===== src/rtl/mem_port_arbiter_if.sv =====
// Bundle between the core (fetch / MEM stages, hazard unit), the shared
// memory port and the arbiter. The arbiter connects through the master
// modport. The environment (core plus memory) connects through the slave
// modport. The dbg* signals expose the arbiter's internal state for checkers.
//
// Memory handshake: mem_req is the request valid and mem_addr_ok is its ready.
// The address phase completes on the edge where both are high. During that
// phase mem_wr/mem_size/mem_addr/mem_wdata stay stable. After that, mem_req
// stays low until mem_data_ok closes the transaction. Only one transaction is
// ever outstanding.
interface mem_port_arbiter_if;
    // fetch stage
    logic        inst_en;
    logic [31:0] inst_addr;
    logic [31:0] inst_rdata;
    logic        i_stall;
    // MEM stage
    logic        data_en;
    logic [3:0]  data_wen;
    logic [1:0]  data_size;
    logic [31:0] data_addr;
    logic [31:0] data_wdata;
    logic [31:0] data_rdata;
    logic        d_stall;
    // hazard unit
    logic        longest_stall;
    // memory port
    logic        mem_req;
    logic        mem_wr;
    logic [1:0]  mem_size;
    logic [31:0] mem_addr;
    logic [31:0] mem_wdata;
    logic        mem_addr_ok;
    logic        mem_data_ok;
    logic [31:0] mem_rdata;
    // debug visibility
    logic [1:0]  dbgState;
    logic        dbgOwner;
    logic        dbgInstDone;
    logic        dbgDataDone;

    modport master (
        input  inst_en, inst_addr,
        output inst_rdata, i_stall,
        input  data_en, data_wen, data_size, data_addr, data_wdata,
        output data_rdata, d_stall,
        input  longest_stall,
        output mem_req, mem_wr, mem_size, mem_addr, mem_wdata,
        input  mem_addr_ok, mem_data_ok, mem_rdata,
        output dbgState, dbgOwner, dbgInstDone, dbgDataDone
    );

    modport slave (
        output inst_en, inst_addr,
        input  inst_rdata, i_stall,
        output data_en, data_wen, data_size, data_addr, data_wdata,
        input  data_rdata, d_stall,
        output longest_stall,
        input  mem_req, mem_wr, mem_size, mem_addr, mem_wdata,
        output mem_addr_ok, mem_data_ok, mem_rdata,
        input  dbgState, dbgOwner, dbgInstDone, dbgDataDone
    );
endinterface


===== src/rtl/mem_port_arbiter.sv =====
// Puts instruction fetches and data accesses onto one SRAM-like port, one
// transaction at a time. Data goes first because it belongs to the older
// instruction. Each requester's result and its done flag are held until the
// pipeline advances (longest_stall == 0).
module mem_port_arbiter #(
    parameter logic [31:0] RESET_PC_WORD = 32'h0
) (
    input  logic               clk,
    input  logic               rst,
    mem_port_arbiter_if.master bus
);

    typedef enum logic [1:0] {
        IDLE = 2'd0,
        ADDR = 2'd1,
        DATA = 2'd2
    } arbState_e;

    arbState_e   state;
    logic        owner;      // 0 = instruction transaction, 1 = data transaction
    logic        instDone;
    logic        dataDone;
    logic        memReq;
    logic        memWr;
    logic [1:0]  memSize;
    logic [31:0] memAddr;
    logic [31:0] memWdata;
    logic [31:0] instRdata;
    logic [31:0] dataRdata;

    logic instPend;
    logic dataPend;

    assign instPend = bus.inst_en & ~instDone;
    assign dataPend = bus.data_en & ~dataDone;

    // Stalls are combinational so a new request stalls on its first cycle.
    assign bus.i_stall = instPend;
    assign bus.d_stall = dataPend;

    assign bus.mem_req    = memReq;
    assign bus.mem_wr     = memWr;
    assign bus.mem_size   = memSize;
    assign bus.mem_addr   = memAddr;
    assign bus.mem_wdata  = memWdata;
    assign bus.inst_rdata = instRdata;
    assign bus.data_rdata = dataRdata;

    assign bus.dbgState    = state;
    assign bus.dbgOwner    = owner;
    assign bus.dbgInstDone = instDone;
    assign bus.dbgDataDone = dataDone;

    // Transaction FSM with registered memory-side outputs, result capture and done flags.
    always_ff @(posedge clk) begin
        if (rst) begin
            state     <= IDLE;
            owner     <= 1'b0;
            instDone  <= 1'b0;
            dataDone  <= 1'b0;
            memReq    <= 1'b0;
            memWr     <= 1'b0;
            memSize   <= 2'd0;
            memAddr   <= 32'd0;
            memWdata  <= 32'd0;
            instRdata <= RESET_PC_WORD;
            dataRdata <= 32'd0;
        end else begin
            case (state)
                IDLE: begin
                    if (dataPend) begin
                        memAddr  <= bus.data_addr;
                        memWdata <= bus.data_wdata;
                        memWr    <= |bus.data_wen;
                        memSize  <= bus.data_size;
                        owner    <= 1'b1;
                        memReq   <= 1'b1;
                        state    <= ADDR;
                    end else if (instPend) begin
                        memAddr  <= bus.inst_addr;
                        memWr    <= 1'b0;
                        memSize  <= 2'd2;
                        owner    <= 1'b0;
                        memReq   <= 1'b1;
                        state    <= ADDR;
                    end
                end
                ADDR: begin
                    if (bus.mem_addr_ok) begin
                        memReq <= 1'b0;
                        state  <= DATA;
                    end
                end
                DATA: begin
                    // A withdrawn request (flush) still has to drain the
                    // transaction, but its result is dropped.
                    if (bus.mem_data_ok) begin
                        state <= IDLE;
                        if (owner) begin
                            if (bus.data_en) begin
                                dataRdata <= bus.mem_rdata;
                                dataDone  <= 1'b1;
                            end
                        end else if (bus.inst_en) begin
                            instRdata <= bus.mem_rdata;
                            instDone  <= 1'b1;
                        end
                    end
                end
                default: begin
                    memReq <= 1'b0;
                    state  <= IDLE;
                end
            endcase
            // If the pipeline advances on the same edge, the result belonged
            // to the old instruction. This clear comes last so it wins.
            if (!bus.longest_stall) begin
                instDone <= 1'b0;
                dataDone <= 1'b0;
            end
        end
    end

endmodule

===== src/flat_wrapper.sv =====
// flat-port wrapper written by rule: the top's interface ports become plain ports
module mem_port_arbiter_flat 
#(
    parameter logic [31:0] RESET_PC_WORD = 32'h0
)
  (clk, rst, bus_inst_en, bus_inst_addr, bus_inst_rdata, bus_i_stall, bus_data_en, bus_data_wen, bus_data_size, bus_data_addr, bus_data_wdata, bus_data_rdata, bus_d_stall, bus_longest_stall, bus_mem_req, bus_mem_wr, bus_mem_size, bus_mem_addr, bus_mem_wdata, bus_mem_addr_ok, bus_mem_data_ok, bus_mem_rdata, bus_dbgState, bus_dbgOwner, bus_dbgInstDone, bus_dbgDataDone);
  mem_port_arbiter_if bus_i ();
  input  logic clk;
  input  logic rst;
  input wire logic [$bits(bus_i.inst_en)-1:0] bus_inst_en;
  input wire logic [$bits(bus_i.inst_addr)-1:0] bus_inst_addr;
  output wire logic [$bits(bus_i.inst_rdata)-1:0] bus_inst_rdata;
  output wire logic [$bits(bus_i.i_stall)-1:0] bus_i_stall;
  input wire logic [$bits(bus_i.data_en)-1:0] bus_data_en;
  input wire logic [$bits(bus_i.data_wen)-1:0] bus_data_wen;
  input wire logic [$bits(bus_i.data_size)-1:0] bus_data_size;
  input wire logic [$bits(bus_i.data_addr)-1:0] bus_data_addr;
  input wire logic [$bits(bus_i.data_wdata)-1:0] bus_data_wdata;
  output wire logic [$bits(bus_i.data_rdata)-1:0] bus_data_rdata;
  output wire logic [$bits(bus_i.d_stall)-1:0] bus_d_stall;
  input wire logic [$bits(bus_i.longest_stall)-1:0] bus_longest_stall;
  output wire logic [$bits(bus_i.mem_req)-1:0] bus_mem_req;
  output wire logic [$bits(bus_i.mem_wr)-1:0] bus_mem_wr;
  output wire logic [$bits(bus_i.mem_size)-1:0] bus_mem_size;
  output wire logic [$bits(bus_i.mem_addr)-1:0] bus_mem_addr;
  output wire logic [$bits(bus_i.mem_wdata)-1:0] bus_mem_wdata;
  input wire logic [$bits(bus_i.mem_addr_ok)-1:0] bus_mem_addr_ok;
  input wire logic [$bits(bus_i.mem_data_ok)-1:0] bus_mem_data_ok;
  input wire logic [$bits(bus_i.mem_rdata)-1:0] bus_mem_rdata;
  output wire logic [$bits(bus_i.dbgState)-1:0] bus_dbgState;
  output wire logic [$bits(bus_i.dbgOwner)-1:0] bus_dbgOwner;
  output wire logic [$bits(bus_i.dbgInstDone)-1:0] bus_dbgInstDone;
  output wire logic [$bits(bus_i.dbgDataDone)-1:0] bus_dbgDataDone;
  assign bus_i.inst_en = bus_inst_en;
  assign bus_i.inst_addr = bus_inst_addr;
  assign bus_inst_rdata = bus_i.inst_rdata;
  assign bus_i_stall = bus_i.i_stall;
  assign bus_i.data_en = bus_data_en;
  assign bus_i.data_wen = bus_data_wen;
  assign bus_i.data_size = bus_data_size;
  assign bus_i.data_addr = bus_data_addr;
  assign bus_i.data_wdata = bus_data_wdata;
  assign bus_data_rdata = bus_i.data_rdata;
  assign bus_d_stall = bus_i.d_stall;
  assign bus_i.longest_stall = bus_longest_stall;
  assign bus_mem_req = bus_i.mem_req;
  assign bus_mem_wr = bus_i.mem_wr;
  assign bus_mem_size = bus_i.mem_size;
  assign bus_mem_addr = bus_i.mem_addr;
  assign bus_mem_wdata = bus_i.mem_wdata;
  assign bus_i.mem_addr_ok = bus_mem_addr_ok;
  assign bus_i.mem_data_ok = bus_mem_data_ok;
  assign bus_i.mem_rdata = bus_mem_rdata;
  assign bus_dbgState = bus_i.dbgState;
  assign bus_dbgOwner = bus_i.dbgOwner;
  assign bus_dbgInstDone = bus_i.dbgInstDone;
  assign bus_dbgDataDone = bus_i.dbgDataDone;
  mem_port_arbiter #(.RESET_PC_WORD(RESET_PC_WORD)) u_core (.clk(clk), .rst(rst), .bus(bus_i));
endmodule

===== config.mk =====
export PLATFORM = sky130hd
export DESIGN_NAME = mem_port_arbiter_flat
export DESIGN_NICKNAME = d
export VERILOG_FILES = /design/src/rtl/mem_port_arbiter_if.sv /design/src/rtl/mem_port_arbiter.sv /design/src/flat_wrapper.sv
export SDC_FILE = /design/constraint.sdc
export NUM_CORES = 1
export LEC_CHECK = 0
export CAP_MARGIN = 20
export CORE_AREA = 2 2 110 112
export DETAILED_ROUTE_END_ITERATION = 12
export DIE_AREA = 0 0 112 114
export DONT_BUFFER_PORTS = 1
export PLACE_DENSITY = 0.63
export SYNTH_ARGS = -nofsm -noshare
export SYNTH_HDL_FRONTEND = slang
export SYNTH_SLANG_ARGS = --single-unit

===== constraint.sdc =====
create_clock -name clk -period 2.3 [get_ports clk]
set_input_delay 0.345 -clock clk [delete_from_list [all_inputs] [get_ports clk]]
set_output_delay 0.345 -clock clk [all_outputs]
set_load 0.005 [all_outputs]

==> flow_metrics.env, run 1 <==
export IMPL_powerDensity_nw_per_um2=886
export IMPL_regToRegEndpoint="u_core.bus.inst_rdata[20]"
export IMPL_clock_skew_ns=0.00777
export IMPL_cp_max_fo=19
export IMPL_grt_first_pass_wirelength_um=21800
export IMPL_fillers=1053
export IMPL_wl_per_cell_um=18.2
export IMPL_drive_above_1_share=0.131
export IMPL_cpPeakStageDelay_ns=0.39
export IMPL_rr_startpoint="u_core.bus.dbgState[1]"
export IMPL_yosys_register_bits=137
export IMPL_muxShareOfSynthArea=0.165
export IMPL_core_area_um2=11700
export IMPL_rows=40
export IMPL_final_cell_mix="nand2_1 (193), dfxtp_1 (137), mux2i_1 (96), a21oi_1 (34), nor2b_1 (33)"
export IMPL_cp_slowest_cell="dfxtp_1"
export IMPL_async_flop_share=0
export IMPL_fin_area_um2=6570
export IMPL_grtUsageMet1=0.250
export IMPL_rsz0062_at_grt="false"
export IMPL_finalNetCount=767
export IMPL_synth_edf_count=0
export IMPL_setup_tns_ns=0
export IMPL_cts_clk_slew_worst_paths_ns=0.06
export IMPL_met2_usage=0.360
export IMPL_cts_sinks=137
export IMPL_synthSimpleGateAreaFrac=0.209
export IMPL_crit_chain="nand2b_1 > inv_2 > buf_4 > buf_4"
export IMPL_crit_end="bus_d_stall"
export IMPL_synth_adder_area_share=0
export IMPL_netlist_area_um2=5830
export IMPL_dieWidth_um=112
export IMPL_synth_cells=641
export IMPL_hpwl_um=10200
export IMPL_crit_path_end_kind="output port"
export IMPL_startpoint="u_core.bus.dbgDataDone"
export IMPL_grt_usage=0.216
export IMPL_numPortBuffers=0
export IMPL_placed_area_um2=5950
export IMPL_mostFrequentLayoutCell="nand2_1"
export IMPL_critPathArrivalTime_ns=1.57
export IMPL_grt_overflow=0
export IMPL_hold_class="input port to register"
export IMPL_synth_top_area_frac=0.470
export IMPL_die_y_um=114
export IMPL_fin_cells=786
export IMPL_cts_max_path_buffers=2
export IMPL_cp_common_cell="buf_4"
export IMPL_hold_buffers=1
export IMPL_path_class="register to output port"
export IMPL_dp_cells=753
export IMPL_slew_headroom=0.609
export IMPL_root_buffer="clkbuf_16"
export IMPL_cts_max_level=4
export IMPL_use_met3=0.0940
export IMPL_vias_per_cell=5.58
export IMPL_cts_resized=0
export IMPL_drt_iter0_drc=295
export IMPL_cts_made_buffers=17
export IMPL_worstMarginPinSlew_ns=0.585
export IMPL_vias=4382
export IMPL_place_gp_congestion=0.793
export IMPL_period_minus_slack_ns=1.92
export IMPL_worstSkewPairLatency_ns=0.42
export IMPL_period_share=0.833
export IMPL_syn_num_nets=782
export IMPL_cts_tree="built"
export IMPL_synthFlopType="dfxtp_1"
export IMPL_start_util=0.498
export IMPL_io_pins=280
export IMPL_area_delta_synth_final_pct=12.7
export IMPL_ir_drop_uv=623
export IMPL_setup_viol=0
export IMPL_synthTopCellsByArea="dfxtp_1 (47%), mux2i_1 (16%), nand2_1 (12%), o211ai_2 (6.4%), nor2b_1 (3.5%)"
export IMPL_antenna_cells=0
export IMPL_yosys_area_share_xor_xnor=0
export IMPL_max_freq_ghz=0.522
export IMPL_ant_nets=0
export IMPL_ys_seq_area_frac=0.470
export IMPL_grt_busiest_layer="met2"
export IMPL_grt_max_degree=41
export IMPL_yosysUniqueCellTypes=33
export IMPL_dieArea_um2=12800
export IMPL_yosysTopAreaCell="dfxtp_1"
export IMPL_finalWorstSetupSlack_ns=0.384
export IMPL_rrSetupSlack_ns=0.62
export IMPL_synth_top_family_by_area="simple AND/OR/NAND/NOR gates"
export IMPL_worstRegToRegCells=4
export IMPL_synth_compound_area_frac=0.111
export IMPL_post_cts_buffers=0
export IMPL_maxCapViolations=0
export IMPL_leakage_uw=0.00275
export IMPL_antenna_found_initial=0
export IMPL_first_pass_iters=4
export IMPL_drc=0
export IMPL_grt_pass1_vias=4166
export IMPL_outcome="complete, no violations"
export IMPL_routed_wl_um=14300
export IMPL_dp_slack_ns=0.592
export IMPL_cp_start_kind="register"
export IMPL_hold_viol_final=0
export IMPL_cp_data_required_time_ns=1.96
export IMPL_yosysWarnings=0
export IMPL_synth_avg_cell_area_um2=9.10
export IMPL_slew_viol_final=0
==> synth_stat cells, types with 2 or more instances <==
| cell | number |
|---|---|
| nand3_1 | 33 |
| inv_2 | 2 |
| buf_6 | 3 |
| mux2i_1 | 96 |
| o21a_1 | 2 |
| buf_4 | 5 |
| nand2b_1 | 2 |
| nand2_1 | 193 |
| o211ai_1 | 2 |
| nor2_1 | 4 |
| and3b_1 | 3 |
| a21oi_1 | 34 |
| buf_2 | 12 |
| o211ai_2 | 30 |
| clkbuf_1 | 30 |
| a31o_1 | 3 |
| nor3_1 | 2 |
| and3_1 | 2 |
| dfxtp_1 | 137 |
| nor2b_1 | 33 |
==> flip-flops by register name (all words and copies together) (netlist names) <==
| register | flops |
|---|---|
| u_core.bus.data_rdata | 32 |
| u_core.bus.dbgOwner | 1 |
| u_core.bus.dbgState | 2 |
| u_core.bus.mem_wdata | 32 |
| u_core.bus.mem_wr | 1 |
| u_core.bus.dbgDataDone | 1 |
| u_core.bus.mem_req | 1 |
| u_core.bus.inst_rdata | 32 |
| u_core.bus.dbgInstDone | 1 |
| u_core.bus.mem_size | 2 |
| u_core.bus.mem_addr | 32 |
==> cells by family after synthesis <==
group / count (synthesis)
AND/OR/NAND/NOR: 277
flip-flops: 137
multiplexers: 96
AO/OA/AOI/OAI: 76
buffers and inverters: 55
==> area by class of cell <==
type	instances	area [um2]	area share
Inverter	4	15.0	0.00228
Clock buffer	18	429	0.0653
Tap cell	147	184	0.0280
Clock inverter	14	169	0.0257
Sequential cell	137	2740	0.417
Timing Repair Buffer	17	190	0.0289
Multi-Input combinational cell	449	2840	0.432
==> worst min path at each step <==
stage,to,slack [ns],start,depth (start not counted)
CTS,u_core.bus.dbgState[0],0.007,rst,1
global route,u_core.bus.dbgState[0],0.02,rst,1
detailed placement,u_core.bus.mem_wdata[21],0.43,rst,1
global placement,u_core.bus.mem_wdata[29],0.42,rst,1
floorplan,u_core.bus.mem_size[1],0.45,u_core.bus.mem_size[1],2
finish,u_core.bus.dbgState[0],0.03,rst,1
==> worst max-delay path, delay by kind of cell, from the launching register on <==
family | cells | cell delay, ns
buffers and inverters | 3 | 0.54
DFF | 1 | 0.39
and+or+nand+nor | 1 | 0.22
==> layer usage <==
layer | wire length (um) | part of all wire | vias to the layer above
met5 | 0 | 0 | -
met4 | 210 | 0.015 | 0
met3 | 1380 | 0.096 | 19
met2 | 7000 | 0.49 | 194
met1 | 5720 | 0.40 | 2032
li1 | - | - | 2137
==> power breakdown <==
group          leakage [uW]  total, uW  internal, uW  switching [uW]
Clock              0.000291       2770          1710            1060
Sequential          0.00112       2590          2490             103
Combinational       0.00134        462           189             272
==> through the flow <==
step           hold slack, ns   util  total power, uW
4_1_cts               0.00713  0.561             5880
3_5_place_dp            0.426  0.508             3100
3_3_place_gp            0.422  0.508             3080
2_1_floorplan           0.447      -             3000
6_report               0.0331  0.561             5820
5_1_grt                0.0212  0.561             6060
(Power assumes the default switching activity.)
==> run 2, diff against run 1 <==
--- a/config.mk
+++ b/config.mk
@@ -6,11 +6,11 @@
 export NUM_CORES = 1
 export LEC_CHECK = 0
 export CAP_MARGIN = 20
-export CORE_AREA = 2 2 110 112
+export CORE_AREA = 2 2 108 110
 export DETAILED_ROUTE_END_ITERATION = 12
-export DIE_AREA = 0 0 112 114
+export DIE_AREA = 0 0 110 112
 export DONT_BUFFER_PORTS = 1
-export PLACE_DENSITY = 0.63
+export PLACE_DENSITY = 0.68
 export SYNTH_ARGS = -nofsm -noshare
 export SYNTH_HDL_FRONTEND = slang
 export SYNTH_SLANG_ARGS = --single-unit
==> constraint.sdc (replaced) <==
create_clock -name clk -period 1.6 [get_ports clk]
set_input_delay 0.24 -clock clk [delete_from_list [all_inputs] [get_ports clk]]
set_output_delay 0.24 -clock clk [all_outputs]
set_load 0.005 [all_outputs]
==> flow_metrics.env, run 2 (same netlist as run 1, synthesis figures left out) <==
export IMPL_final_cell_mix="nand2_1 (193), dfxtp_1 (136), mux2i_1 (96), dlygate4sd3_1 (53), a21oi_1 (34)"
export IMPL_mostFrequentLayoutCell="nand2_1"
export IMPL_rows=39
export IMPL_hold_end="u_core.bus.data_rdata[31]"
export IMPL_hold_depth=2
export IMPL_numPortBuffers=0
export IMPL_leakage_uw=0.00301
export IMPL_area_sequential_um2=2750
export IMPL_path_class="register to output port"
export IMPL_cts_max_path_buffers=2
export IMPL_slew_headroom=0.664
export IMPL_critPathArrivalTime_ns=1.30
export IMPL_rsz0062_at_grt="false"
export IMPL_period_minus_slack_ns=1.54
export IMPL_max_freq_ghz=0.649
export IMPL_finalWorstSetupSlack_ns=0.0595
export IMPL_place_gp_congestion=0.782
export IMPL_io_pins=280
export IMPL_wl_met2_um=7880
export IMPL_drc=0
export IMPL_cp_max_fo=19
export IMPL_root_buffer="clkbuf_16"
export IMPL_fin_area_um2=7200
export IMPL_clock_skew_ns=0.0154
export IMPL_first_pass_iters=4
export IMPL_core_area_um2=11200
export IMPL_drive_above_1_share=0.135
export IMPL_die_y_um=112
export IMPL_p_sw_frac=0.245
export IMPL_hold_viol_final=0
export IMPL_wl_per_cell_um=18.6
export IMPL_slew_viol_final=0
export IMPL_grt_overflow=0
export IMPL_drt_iter0_drc=281
export IMPL_switchingPower_uw=2100
export IMPL_placed_area_um2=5990
export IMPL_cp_start_kind="register"
export IMPL_top_layer_used="met4"
export IMPL_antenna_cells=0
export IMPL_cts_tree="built"
export IMPL_worstSkewPairLatency_ns=0.42
export IMPL_outcome="complete, no violations"
export IMPL_cts_sinks=137
export IMPL_vias_per_cell=5.50
export IMPL_finalNetCount=824
export IMPL_worstRegToRegCells=3
export IMPL_routed_wl_um=15600
export IMPL_power_frac_clock=0.470
export IMPL_vias=4611
export IMPL_dieWidth_um=110
export IMPL_multi_input_area_um2=2860
export IMPL_ant_nets=0
export IMPL_fillers=863
export IMPL_p_comb_frac=0.096
export IMPL_dr_wl_met3_um=1520
export IMPL_routedLengthMet1_um=5960
export IMPL_hold_start="bus_mem_rdata[31]"
export IMPL_cts_made_buffers=17
export IMPL_dieArea_um2=12300
export IMPL_period_share=0.963
export IMPL_area_delta_synth_final_pct=23.5
export IMPL_antenna_found_initial=0
export IMPL_grt_max_degree=95
export IMPL_dp_slack_ns=0.0159
export IMPL_rr_startpoint="u_core.bus.dbgState[1]"
export IMPL_seqPwrFrac=0.435
export IMPL_internal_power_uw=6470
export IMPL_maxCapViolations=0
export IMPL_crit_path_end_kind="output port"
export IMPL_grt_usage=0.249
export IMPL_regToRegEndpoint="u_core.bus.mem_addr[6]"
export IMPL_hold_class="input port to register"
export IMPL_grt_first_pass_wirelength_um=23800
export IMPL_rrSetupSlack_ns=0.11
export IMPL_setup_tns_ns=0
export IMPL_cts_clk_slew_worst_paths_ns=0.06
export IMPL_ir_drop_uv=829
export IMPL_cp_data_required_time_ns=1.36
export IMPL_cts_max_level=4
export IMPL_setup_viol=0
export IMPL_powerDensity_nw_per_um2=1190
export IMPL_hpwl_um=10500
export IMPL_start_util=0.522
export IMPL_worstMarginPinSlew_ns=0.499
export IMPL_grt_pass1_vias=4701
## run 2: changes by cell type in the layout (fill, tap and decap cells not counted), moves of 2 or more
| cell | before | now |
|---|---|---|
| buf_12 | 5 | 8 |
| clkinv_2 | 4 | 2 |
| clkinvlp_4 | 2 | 4 |
| dlygate4sd3_1 | 0 | 53 |
| nand2b_1 | 2 | 0 |
## run 2: layout make-up
type                            count  area share
Multi-Input combinational cell    449       0.397
Sequential cell                   137       0.381
Timing Repair Buffer               74       0.110
Clock buffer                       19      0.0615
Tap cell                          143      0.0248
Clock inverter                     13      0.0231
Inverter                            4     0.00261
## run 2: worst max path at each step
stage,from,endpoint,slack [ns],cells past startpoint
floorplan,u_core.bus.dbgState[1],u_core.bus.mem_wdata[10],0.16,5
global placement,u_core.bus.dbgState[1],u_core.bus.mem_addr[0],0.08,3
detailed placement,u_core.bus.dbgState[1],u_core.bus.mem_addr[31],0.02,3
CTS,u_core.bus.dbgInstDone,bus_i_stall,0.009,4
global route,u_core.bus.dbgDataDone,bus_d_stall,0.006,3
finish,u_core.bus.dbgDataDone,bus_d_stall,0.06,3
## run 2: metal layers
layer / track usage / vias up
li1: - / 2250
met1: 0.270 / 2136
met2: 0.438 / 203
met3: 0.103 / 22
met4: 0.0700 / 0
met5: 0 / -
## run 2: power by group through the flow
stage / clock network, uW / registers [uW] / logic, uW
global placement: 0 / 3800 / 645
finish: 4030 / 3720 / 819
floorplan: 0 / 3750 / 563
global route: 4230 / 3740 / 902
detailed placement: 0 / 3800 / 675
CTS: 4080 / 3730 / 804
## run 2: per-stage QoR
stage	instances	utilization	hold WS, ns	power (uW)
3_5_place_dp	751	0.536	0.320	4470
5_1_grt	839	0.645	0.0131	8870
4_1_cts	837	0.641	0.000457	8610
2_1_floorplan	641	-	0.362	4310
3_3_place_gp	751	0.536	0.318	4440
6_report	839	0.645	0.0126	8570
## run 2: critical path: stages, from the launching register on
cell	delay (ns)
dfxtp_1	0.36
nand2b_2	0.24
inv_2	0.10
buf_12	0.18
## run 2: timing repair
action,CTS,global route
pin swaps,0,2
hold buffers,54,0
cloned,0,0
setup buffers,0,2
hold endpoints to repair,67,0
resized for setup,4,8
setup endpoints to repair,1,28
